`config.mk`:
```
export PLATFORM = sky130hd
export DESIGN_NAME = rgb_to_ycbcr422
export DESIGN_NICKNAME = d
export VERILOG_FILES = /design/src/rtl/hdmi_video_pkg.sv /design/src/rtl/sync_delay.sv /design/src/rtl/rgb_to_ycbcr422.sv
export SDC_FILE = /design/constraint.sdc
export NUM_CORES = 1
export LEC_CHECK = 0
export BUFFER_PORTS_ARGS = -buffer_cell sky130_fd_sc_hd__buf_2
export CELL_PAD_IN_SITES_DETAIL_PLACEMENT = 0
export CELL_PAD_IN_SITES_GLOBAL_PLACEMENT = 1
export CORE_MARGIN = 3
export CORE_UTILIZATION = 49
export DETAILED_ROUTE_END_ITERATION = 7
export HOLD_SLACK_MARGIN = 0.02
export PLACE_DENSITY = 0.83
export SYNTH_ARGS = -nofsm -noshare
export SYNTH_HDL_FRONTEND = slang
export SYNTH_SLANG_ARGS = --single-unit
```
`constraint.sdc`:
```
create_clock -name clk -period 6.59 [get_ports clk]
set_clock_uncertainty 0.15 [all_clocks]
set_input_delay 0.659 -clock clk [delete_from_list [all_inputs] [get_ports clk]]
set_output_delay 0.659 -clock clk [all_outputs]
set_load 0.1 [all_outputs]
```
`src/rtl/hdmi_video_pkg.sv`:
```
// Shared constants for the HDMI video path: BT.601 studio-range CSC
// coefficients, rounding/offset/clamp constants, blanking defaults and the
// fixed CSC pipeline depth that downstream/integration code may reference.
package hdmi_video_pkg;

  // Coefficient magnitudes (x256). Signs are applied in the sum stage:
  //   Y  = +KY_R  +KY_G  +KY_B
  //   Cb = -KCB_R -KCB_G +KCB_B
  //   Cr = +KCR_R -KCR_G -KCR_B
  localparam int KY_R  = 66;
  localparam int KY_G  = 129;
  localparam int KY_B  = 25;
  localparam int KCB_R = 38;
  localparam int KCB_G = 74;
  localparam int KCB_B = 112;
  localparam int KCR_R = 112;
  localparam int KCR_G = 94;
  localparam int KCR_B = 18;

  localparam int RND        = 128;
  localparam int OFS_Y      = 16;
  localparam int OFS_C      = 128;
  localparam int CLAMP_LO   = 16;
  localparam int CLAMP_Y_HI = 235;
  localparam int CLAMP_C_HI = 240;

  localparam logic [7:0] BLANK_Y_DEF = 8'd16;
  localparam logic [7:0] BLANK_C_DEF = 8'd128;

  localparam int CSC_LATENCY = 4;

  typedef enum logic {PH_CR = 1'b0, PH_CB = 1'b1} phase_e;

  // Round-to-nearest (floor of sum+128 >> 8), add offset, clamp to [16, hi].
  function automatic logic [7:0] csc_round(input logic signed [17:0] sum,
                                           input int ofs, input int hi);
    int v;
    v = ((int'(sum) + RND) >>> 8) + ofs;
    if (v < CLAMP_LO)  v = CLAMP_LO;
    else if (v > hi)   v = hi;
    return 8'(v);
  endfunction

endpackage

```
`src/rtl/sync_delay.sv`:
```
// WIDTH x DEPTH shift register with synchronous active-low clear.
// Ports: clk, rst_n (sync, active-low), din[WIDTH], dout[WIDTH] = din delayed
// by DEPTH clocks. DEPTH must be >= 1.
module sync_delay #(
  parameter int WIDTH = 3,
  parameter int DEPTH = 4
) (
  input  logic             clk,
  input  logic             rst_n,
  input  logic [WIDTH-1:0] din,
  output logic [WIDTH-1:0] dout
);

  logic [DEPTH-1:0][WIDTH-1:0] pipe_q, pipe_d;

  always_comb begin
    pipe_d[0] = din;
    for (int i = 1; i < DEPTH; i++) pipe_d[i] = pipe_q[i-1];
  end

  always_ff @(posedge clk) begin
    if (!rst_n) pipe_q <= '0;
    else        pipe_q <= pipe_d;
  end

  assign dout = pipe_q[DEPTH-1];

endmodule

```
`src/rtl/rgb_to_ycbcr422.sv`:
```
// RGB888 -> BT.601 studio-range YCbCr 4:2:2 (co-sited), 4-cycle pipeline.
// Ports: clk, rst_n (sync, active-low); rgb_r/g/b + hsync/vsync/de in;
// y (luma), c (Cb/Cr multiplexed per pixel), hsync/vsync/de out, all aligned.
// Stages: S1 products, S2 signed sums, S3 round/offset/clamp, S4 chroma mux.
module rgb_to_ycbcr422
  import hdmi_video_pkg::*;
#(
  parameter logic [7:0] BLANK_Y  = BLANK_Y_DEF,
  parameter logic [7:0] BLANK_C  = BLANK_C_DEF,
  parameter bit         CB_FIRST = 1'b1
) (
  input  logic       clk,
  input  logic       rst_n,
  input  logic [7:0] rgb_r,
  input  logic [7:0] rgb_g,
  input  logic [7:0] rgb_b,
  input  logic       hsync_in,
  input  logic       vsync_in,
  input  logic       de_in,
  output logic [7:0] y,
  output logic [7:0] c,
  output logic       hsync_out,
  output logic       vsync_out,
  output logic       de_out
);

  localparam phase_e START_PH = CB_FIRST ? PH_CB : PH_CR;

  function automatic logic [15:0] mul(input logic [7:0] a, input int k);
    return 16'(a) * 16'(k);
  endfunction

  function automatic logic signed [17:0] sx(input logic [15:0] p);
    return $signed({2'b00, p});
  endfunction

  // Product order: Y r/g/b, Cb r/g/b, Cr r/g/b (magnitudes only).
  logic [8:0][15:0]   prod_q, prod_d;
  logic signed [17:0] sum_y_q, sum_y_d, sum_cb_q, sum_cb_d, sum_cr_q, sum_cr_d;
  logic [7:0]         y3_q, y3_d, cb3_q, cb3_d, cr3_q, cr3_d;
  logic [7:0]         y_q, y_d, c_q, c_d, cr_hold_q, cr_hold_d;
  phase_e             phase_q, phase_d, cur_ph;
  // DE travelling with the datapath; vld_q[2] qualifies the S3 values.
  logic [2:0]         vld_q, vld_d;

  always_comb begin
    prod_d[0] = mul(rgb_r, KY_R);
    prod_d[1] = mul(rgb_g, KY_G);
    prod_d[2] = mul(rgb_b, KY_B);
    prod_d[3] = mul(rgb_r, KCB_R);
    prod_d[4] = mul(rgb_g, KCB_G);
    prod_d[5] = mul(rgb_b, KCB_B);
    prod_d[6] = mul(rgb_r, KCR_R);
    prod_d[7] = mul(rgb_g, KCR_G);
    prod_d[8] = mul(rgb_b, KCR_B);

    sum_y_d  = sx(prod_q[0]) + sx(prod_q[1]) + sx(prod_q[2]);
    sum_cb_d = sx(prod_q[5]) - sx(prod_q[3]) - sx(prod_q[4]);
    sum_cr_d = sx(prod_q[6]) - sx(prod_q[7]) - sx(prod_q[8]);

    y3_d  = csc_round(sum_y_q,  OFS_Y, CLAMP_Y_HI);
    cb3_d = csc_round(sum_cb_q, OFS_C, CLAMP_C_HI);
    cr3_d = csc_round(sum_cr_q, OFS_C, CLAMP_C_HI);

    vld_d = {vld_q[1:0], de_in};
  end

  // S4: de_out is the S4 DE, i.e. last cycle's S3 DE, so S3 DE high with
  // de_out low marks the first pixel of a line and restarts the phase.
  always_comb begin
    y_d       = BLANK_Y;
    c_d       = BLANK_C;
    phase_d   = phase_q;
    cr_hold_d = cr_hold_q;
    cur_ph    = (vld_q[2] && !de_out) ? START_PH : phase_q;
    if (vld_q[2]) begin
      y_d = y3_q;
      if (cur_ph == PH_CB) begin
        c_d       = cb3_q;
        cr_hold_d = cr3_q;
        phase_d   = PH_CR;
      end else begin
        c_d     = cr_hold_q;
        phase_d = PH_CB;
      end
    end
  end

  always_ff @(posedge clk) begin
    if (!rst_n) begin
      prod_q    <= '0;
      sum_y_q   <= '0;
      sum_cb_q  <= '0;
      sum_cr_q  <= '0;
      y3_q      <= '0;
      cb3_q     <= '0;
      cr3_q     <= '0;
      vld_q     <= '0;
      y_q       <= BLANK_Y;
      c_q       <= BLANK_C;
      cr_hold_q <= 8'(OFS_C);
      phase_q   <= START_PH;
    end else begin
      prod_q    <= prod_d;
      sum_y_q   <= sum_y_d;
      sum_cb_q  <= sum_cb_d;
      sum_cr_q  <= sum_cr_d;
      y3_q      <= y3_d;
      cb3_q     <= cb3_d;
      cr3_q     <= cr3_d;
      vld_q     <= vld_d;
      y_q       <= y_d;
      c_q       <= c_d;
      cr_hold_q <= cr_hold_d;
      phase_q   <= phase_d;
    end
  end

  sync_delay #(.WIDTH(3), .DEPTH(CSC_LATENCY)) u_sync_delay (
    .clk  (clk),
    .rst_n(rst_n),
    .din  ({hsync_in, vsync_in, de_in}),
    .dout ({hsync_out, vsync_out, de_out})
  );

  assign y = y_q;
  assign c = c_q;

endmodule
```
# Yosys cells after proc, flatten, opt, wreduce, memory -nomap -nowiden
# Index checks and enable logic that the tools add are counted.
# totals
ff_bits	262
input_bits	29
# classes
add_sub_neg	12
multipliers	9
order_cmp	6
muxes	9
bitwise	1
n_reduce_logical	10
# ops
cell	count
adder 18 x 9 -> 19 bit, second input constant	3
multiplier 8 x 6 -> 14 bit, second input constant	3
> comparator 12 x 9 -> 1 bit, second input constant	3
less-than comparator 12 x 6 -> 1 bit, second input constant	3
subtractor 17 x 17 -> 18 bit	2
subtractor 16 x 16 -> 17 bit	2
two-way mux 8 bit	4
multiplier 8 x 5 -> 13 bit, second input constant	2
adder 11 x 9 -> 12 bit, second input constant	2
multiplier 8 x 3 -> 11 bit, second input constant	2
adder 17 x 16 -> 18 bit	1
adder 16 x 16 -> 17 bit	1
multiplier 8 x 8 -> 16 bit, second input constant	1
two-way mux 5 bit	3
adder 11 x 6 -> 12 bit, second input constant	1
multiplier 8 x 4 -> 12 bit, second input constant	1
OR reduction 3 bit	3
OR reduction 2 bit	3
AND reduction 2 bit	2
two-way mux 1 bit	2
logical AND 1 bit	1
zero test 1 bit	1
inverter 1 bit	1

# Longest topological paths before layout
# Gate-level depths: netlist of run 1.
# logic_depth
depth_word	5
mapped_depth	15

# By module
# From an unflattened synthesis of run 1, not the netlist that was laid out.
# unflattened
cells_unflattened	1467
hier_area_um2	13511.7
# by_module_without_submodules
module	instances	cells_each	area_each_um2	seq_area_each_um2
rgb_to_ycbcr422	1	1442	13175.1	3823.7
sync_delay	1	25	336.6	240.2

# Worst setup path before layout of run 1
# OpenSTA, ideal clock, no wires.
# synth_timing
path_type	input to register
from	input port rgb_g[5]
to	register prod_q[125] in the netlist's numbering
setup_ps	78
arrival_time_ps	3771
required_ps	6362
slack_ps	2591
stages	14
n_path_buf	0
path_cell_list	inv_1 fa_1 inv_1 ha_1 inv_1 fa_1 inv_1 ha_1 a21o_1 a211oi_1 nor2_1 or4b_1 and3_1 nor3_1
# synth_between
elab_chain_cells	1
# synth_rtl
element	line	rtl
start: declaration	rgb_to_ycbcr422.sv:15	input logic [7:0] rgb_g,
multiplier 8 x 6 -> 14 bit	rgb_to_ycbcr422.sv:30	return 16'(a) * 16'(k);
end signal: assignment	rgb_to_ycbcr422.sv:104	prod_q <= prod_d;
end: declaration	rgb_to_ycbcr422.sv:38	logic [8:0][15:0] prod_q, prod_d;
# Every way passes these cells.
# A chain may end at the register's enable or synchronous reset.

# Worst setup path in the final report of run 1
# layout_timing
from	register prod_q[54] in the netlist's numbering
to	register sum_cb_q[16]
# layout_between
elab_chain_cells	2
# layout_rtl
element	line	rtl
subtractor 16 x 16 -> 17 bit	rgb_to_ycbcr422.sv:58	sum_cb_d = sx(prod_q[5]) - sx(prod_q[3]) - sx(prod_q[4]);
subtractor 17 x 17 -> 18 bit	rgb_to_ycbcr422.sv:58	
end signal: assignment	rgb_to_ycbcr422.sv:106	sum_cb_q <= sum_cb_d;
end: declaration	rgb_to_ycbcr422.sv:39	logic signed [17:0] sum_y_q, sum_y_d, sum_cb_q, sum_cb_d, sum_cr_q, sum_cr_d;
# Every way passes these cells.

==> metrics.txt, run 1 <==
share of layout cells above drive strength 1 7.01%; postcts setup bufs 0; peak supply drop 0.201 mV; CP endpoint sum_cb_q[16]; clock sink count 200; reg2reg path depth 15; pwr/cell area 368 nW/um^2; RSZ-0062 raised after global routing no; Synth Register Bits 200; minimum clock period after layout 4000 ps; ys flop type dfxtp_1; Detailed Place HPWL 24200 um; Post-synth EDFFs 0; Yosys cell types 82; final count of hold timing violations 0; run status finished, final reports clean; P&R area growth vs syn 8.52%; post-DR wirelength/cell between 15 and 20 um; critical path data arrival time 4210 ps; core area 27300 sq um; number of setup violations in the final report 0; ys async rst share 0%; top cell type's share of synthesized area 29.1%; vias in the first global route between 9000 and 10000; Slew Viols, Final 0; largest net degree at the start of global routing 71; worst-skew pair later-pin latency 440 ps; Synth top cells by count 209 x ha_1, 200 x dfxtp_1, 165 x inv_1; via count 10102; Die X-Extent about 170 um; Avg Cell Area, Syn 9.20 sq um; CP max FO 5; worst r2r src prod_q[54]; clock-pin slew on the worst setup and hold paths 80 ps; Synthesized Nets 1794; CP endpoint kind flip-flop; count leader, synth ha_1; R2R setup slack 2590 ps; RR Endpoint sum_cb_q[16]; Antenna Nets Post-Route 0; DR pass1 iterations 5; row count 60; Mapped Area 13800 sq um; gr ovfl total 0; hold crit path type flip-flop to flip-flop; clk buf depth 2; warnings from Yosys 0; Peak Freq about 250 MHz; max incr delay on CP 450 ps; setup TNS 0 ps; Tcrit/Tclk final 60.7%; Post-CTS Hold Fix Bufs 0; sequential share of the synthesized area between 20 and 30%; Slowest-stage cell, CP or3_1; critical path required time between 6000 and 7000 ps; Initial Util 50.4%; htree depth 4; io pins 48; root buffer cell clkbuf_16; Synth area leaders dfxtp_1 29%, ha_1 19%, fa_1 8.4%, inv_1 4.5%, xnor2_1 4.3%; slew at the pin closest to its max-slew limit 963 ps; Startpoint Class flip-flop; area leader, netlist dfxtp_1; final wirelength 30100 um; Die H 174 um; Starting DRT DRC Count 547; P_leak 7.04 nW; Slew headroom 35.8%; vias per std cell about 5.3; port bufs between 40 and 50; final hold slack 269 ps; CTS resizes 0; DIE AREA 30200 sq um; Critical path origin prod_q[54]; Crit Path Category flip-flop to flip-flop; Num CTS Buffers 17; Cells after Synth 1498; ANT cells 0; Layout Nets between 1500 and 2000; DRC viols 0; Total Routing Usage GR 20.4%; CTS tree built; Max-Cap Viols 0; Routability Congestion slightly below 0.9; initial antenna violation count 1; first-pass GRT wire length between 40000 and 50000 um; crit-path cells inv_1, ha_1, or3_1, o22ai_1, o21bai_1, a21oi_1, xnor2_1, ha_1, a21o_1, a21oi_1, o221ai_1, nor3_1, o21ai_0, a311oi_1, mux2i_1
-- registers in the layout, indices dropped and copies added (netlist names) --
name and cells:
y3_q 8, sum_cr_q 11, cb3_q 8, prod_q 107, y 8, sum_y_q 10
c 8, sum_cb_q 11, u_sync_delay.pipe_d 7, vld_q 2, cr_hold_q 8, cr3_q 8
phase_q 1, u_sync_delay.dout 3
-- cell families after synthesis --
family / count (synthesis) / share of synthesized area (%)
AOI/OAI and AO/OA: 273 / 13.7
buffers and inverters: 204 / 5.76
and+or+nand+nor: 431 / 16.0
DFF: 200 / 29.1
muxes: 20 / 1.45
xor gates and xnor gates: 103 / 6.65
adders and majority gates: 267 / 27.4
-- cells in the final DEF (no fill, tap or decap), types with 9 or more instances in the layout --
cell	instances
a21oi_1	69
nor3_1	34
dfxtp_1	200
a21o_1	31
clkbuf_16	17
and2_1	61
o21a_1	21
ha_1	209
o21ai_0	46
nor4_1	9
and3_1	18
nor2b_1	28
xnor2_1	67
nand2b_1	15
buf_2	47
mux2i_1	20
nor2_1	143
nand3_1	16
fa_1	58
nand4_1	12
o211ai_1	9
xor2_1	34
inv_1	165
nand2_1	55
-- final cells by class --
| cell class | instances | area, sq um |
|---|---|---|
| Clock inverter | 13 | 176 |
| Inverter | 166 | 623 |
| Timing Repair Buffer | 49 | 250 |
| Sequential cell | 200 | 4000 |
| Tap cell | 372 | 465 |
| Clock buffer | 19 | 453 |
| Fill cell | 2556 | 12400 |
| Multi-Input combinational cell | 1094 | 8980 |
-- per-layer routing --
layer  GRT usage [%]  routed length [um]  up-vias
met4            5.93                 707        2
met5               0                  14        -
li1                -                   -     5191
met2            34.3               13900      147
met3            3.50                1010       30
met1            27.0               14400     4732
-- worst min-delay path by stage --
| stage | cells after the start | startpoint | endpoint | slack, ps |
|---|---|---|---|---|
| 3_3_place_gp | 1 | y3_q[4] | y[4] | 250 |
| 3_5_place_dp | 1 | y3_q[4] | y[4] | 250 |
| 6_report | 1 | y3_q[4] | y[4] | 270 |
| 5_1_grt | 2 | de_in | vld_q[0] | 270 |
| 2_1_floorplan | 1 | y3_q[4] | y[4] | 240 |
| 4_1_cts | 2 | de_in | vld_q[0] | 260 |
-- report_power, final --
| group | leakage, nW | switching (mW) | internal, mW |
|---|---|---|---|
| Sequential | 1.65 | 0.196 | 1.45 |
| Clock | 0.309 | 0.505 | 0.599 |
| Combinational | 5.08 | 1.53 | 1.21 |
-- critical path: cells and delay by family (launching register included) --
family / cells / cell delay, ps
adders and majority gates: 2 / 620
muxes: 1 / 230
DFF: 1 / 320
AOI/OAI and AO/OA: 8 / 1720
and+or+nand+nor: 2 / 590
xor gates and xnor gates: 1 / 260
buffers and inverters: 1 / 40
-- metrics by stage --
step / util [%] / instance area (sq um) / power [mW] / instances / setup slack (ps)
final: 54.7 / 15000 / 5.50 / 1913 / 2590
after global routing: 54.7 / 15000 / 5.97 / 1913 / 2250
after CTS: 54.7 / 15000 / 5.52 / 1913 / 2610
after detailed placement: 52.4 / 14300 / 4.39 / 1881 / 2160
after global placement: 52.4 / 14300 / 4.34 / 1881 / 2210
after floorplan: - / 13800 / 3.79 / 1498 / 2590
(Power assumes the default switching activity.)
==> run 2: changes to the inputs <==
--- a/config.mk
+++ b/config.mk
@@ -5,14 +5,15 @@
 export SDC_FILE = /design/constraint.sdc
 export NUM_CORES = 1
 export LEC_CHECK = 0
+export ABC_AREA = 1
 export BUFFER_PORTS_ARGS = -buffer_cell sky130_fd_sc_hd__buf_2
 export CELL_PAD_IN_SITES_DETAIL_PLACEMENT = 0
 export CELL_PAD_IN_SITES_GLOBAL_PLACEMENT = 1
 export CORE_MARGIN = 3
-export CORE_UTILIZATION = 49
+export CORE_UTILIZATION = 43
 export DETAILED_ROUTE_END_ITERATION = 7
 export HOLD_SLACK_MARGIN = 0.02
-export PLACE_DENSITY = 0.83
+export PLACE_DENSITY = 0.8
 export SYNTH_ARGS = -nofsm -noshare
 export SYNTH_HDL_FRONTEND = slang
 export SYNTH_SLANG_ARGS = --single-unit
==> constraint.sdc (replaced) <==
create_clock -name clk -period 3.5 [get_ports clk]
set_clock_uncertainty 0.15 [all_clocks]
set_input_delay 0.35 -clock clk [delete_from_list [all_inputs] [get_ports clk]]
set_output_delay 0.35 -clock clk [all_outputs]
set_load 0.1 [all_outputs]
==> run 2 against run 1 <==
Effect of this change:
- sequential share of layout area is 1.4 points lower
- count of clock-buffer cells in the layout is 2 higher
- utilization is 5.5 points lower
- critical path depth is 4 higher
- maximum frequency is 24% higher
==> metrics.txt, run 2 <==
Simple-Gate Fraction of Synth Area 20.2%; ys flop type dfxtp_1; CP endpoint kind flip-flop; pwr/cell area 651 nW/um^2; port bufs 47; Slew headroom 55.9%; Post-synth EDFFs 0; Synthesized Nets 2169; Multi-input gate area 8780 sq um; Peak Freq 309 MHz; number of setup violations in the final report 0; CTS tree built; Die X-Extent between 150 and 200 um; sequential share of the synthesized area 28.2%; worst-skew pair later-pin latency around 440 ps; Pint 5.80 mW; DR pass1 iterations 5; vias in the first global route 11280; Setup WS post-layout 266 ps; DRC viols 0; area leader, netlist dfxtp_1; P_leak 8.24 nW; clock sink count 200; hold crit path type primary input to flip-flop; P&R area growth vs syn 11.3%; top flop regs prod_q (107), sum_cb_q (11), sum_cr_q (11); Num CTS Buffers 17; Synth Register Bits 200; Tcrit/Tclk final 92.4%; slew at the pin closest to its max-slew limit approximately 660 ps; vias per std cell 4.85; worst r2r src prod_q[1]; post-DR wirelength/cell 13.5 um; initial antenna violation count 1; most common cell after layout, fill and taps aside inv_1; RSZ-0062 raised after global routing yes; clk buf depth 2; core area 32000 sq um; first-pass GRT wire length 55000 um; run status finished, final reports clean; share of layout cells above drive strength 1 8.32%; R2R setup slack 270 ps; io pins 48; peak supply drop a little over 0.4 mV; reg2reg path depth 19; row count 65; Die H roughly 190 um; critical path data arrival time 3450 ps; Crit Path Category flip-flop to flip-flop; root buffer cell clkbuf_16; Yosys cell types 47; final count of hold timing violations 0; gr ovfl total 0; Switching Share 43.6%; CP max FO 4; DIE AREA around 35000 sq um; Combinational Power Share 52.4%; htree depth 4; Mapped Area 14200 sq um; Synth top cells by count 351 x inv_1, 346 x nand2_1, 209 x ha_1; largest family of logic cells by synthesized area adder cells; Top reg by flops prod_q; Avg Cell Area, Syn roughly 7.6 sq um; final wirelength about 33000 um; max FFs per register roughly 110; Register Area between 4000 and 5000 sq um; Compound-Gate Fraction of Synth Area 12.6%; Filler cells 3207; Clk pwr share 18.6%; Routability Congestion 0.880; warnings from Yosys 0; top cell type's share of synthesized area roughly 28%; Layout Nets 2255; Antenna Nets Post-Route 0; count leader, synth inv_1; mux contribution to synthesized area 0%; via count 11668; final hold slack 42.1 ps; CP endpoint sum_cr_q[15]; Startpoint Class flip-flop; pre-CTS setup slack -46.1 ps; largest net degree at the start of global routing 53; post-synthesis adder-cell area fraction 26.6%; Starting DRT DRC Count 548; Synth area leaders dfxtp_1 28%, ha_1 18%, inv_1 9.3%, nand2_1 9.2%, fa_1 8.2%; clock-pin slew on the worst setup and hold paths ~70 ps; Slew Viols, Final 0; Post-Synth XOR/XNOR Area between 2 and 2.5%; Net Sw Power 4.49 mW; Tot Pwr around 10 mW; RR Endpoint sum_cr_q[15]; critical path required time approximately 3700 ps; most frequent cells in the layout 351 x inv_1, 346 x nand2_1, 207 x ha_1; Max-Cap Viols 0; Initial Util between 40 and 50%; ys async rst share 0%; minimum clock period after layout 3230 ps; sequential group share of total power between 20% and 30%; Detailed Place HPWL 26900 um; Critical path origin prod_q[1]; Total Routing Usage GR 19.1%; Cells after Synth 1873
## run 2: cell count changes after synthesis, sizes merged, moves of 20 or more
cell / change
nand2: +305
inv: +190
a21oi: +102
nand3: +72
o21ai: +65
and2: -59
xnor2: -53
nor2b: -28
a21o: -22
mux2i: -20
## run 2: final cells by class
cell class	count	area share (%)
flip-flops and latches	200	25.4
multi-input cells	1296	55.6
inverters	357	8.49
diodes	1	0.0159
clock buffers	21	2.92
clock inverters	11	0.713
repair buffers	87	3.46
well taps	435	3.45
## run 2: what timing repair did
action,4_1_cts,5_1_grt
hold buffers,3,0
buffers inserted,0,1
endpoints found under the hold margin,3,0
resized for setup,0,8
setup endpoints to repair,0,9
## run 2: critical path: stages (launching register included)
cell and delay [ps]:
dfxtp_1 380, ha_1 380, nand4_1 100, o21ai_1 230, nand2_1 80, nand2_1 130, nand3_1 100, nand2_1 120
a21oi_1 80, xor2_1 160, ha_1 330, a21oi_1 160, o21ai_0 100, a21oi_1 120, nand2_1 70, inv_1 90
nand2_1 70, inv_1 80, nand2_1 80, a21oi_1 150
## run 2: power groups by stage
stage | clock, mW | combinational (mW) | sequential, mW
2_1_floorplan | 0 | 4.02 | 2.95
3_3_place_gp | 0 | 5.26 | 3.03
3_5_place_dp | 0 | 5.28 | 3.04
4_1_cts | 1.96 | 5.34 | 2.98
5_1_grt | 2.06 | 6.27 | 3.03
6_report | 1.91 | 5.39 | 2.98
## run 2: worst min-delay path by stage
stage	start	to	slack, ps	depth (start not counted)
detailed placement	vld_q[1]	u_sync_delay.pipe_d[9]	250	2
finish	rgb_b[0]	prod_q[32]	40	3
CTS	rgb_b[0]	prod_q[32]	30	3
floorplan	u_sync_delay.pipe_d[10]	u_sync_delay.dout[1]	240	2
global route	rgb_b[0]	prod_q[32]	50	3
global placement	u_sync_delay.pipe_d[5]	u_sync_delay.pipe_d[8]	240	2
## run 2: through the flow
step | instance area [sq um] | util, % | setup TNS (ps) | instances
after global placement | 15200 | 47.3 | -29.3 | 2371
after floorplan | 14200 | - | 0 | 1873
after global routing | 15800 | 49.3 | -6.49 | 2408
after CTS | 15800 | 49.2 | 0 | 2406
final | 15800 | 49.3 | 0 | 2408
after detailed placement | 15200 | 47.3 | -69.7 | 2371
## run 2: per-layer routing
layer | vias up | global-route usage (%) | wire, um
li1 | 6197 | - | -
met3 | 39 | 2.54 | 792
met2 | 174 | 31.2 | 14800
met4 | 0 | 5.71 | 802
met5 | - | 0 | 0
met1 | 5258 | 26.2 | 16200
## run 2: cells by family (layout without fill, tap and decap cells)
group / count (synthesis) / after routing
and+or+nand+nor: 660 / 660
buffers and inverters: 377 / 476
AOI/OAI and AO/OA: 331 / 331
adders and majority gates: 267 / 267
DFF: 200 / 200
xor gates and xnor gates: 38 / 38
other: 0 / 1
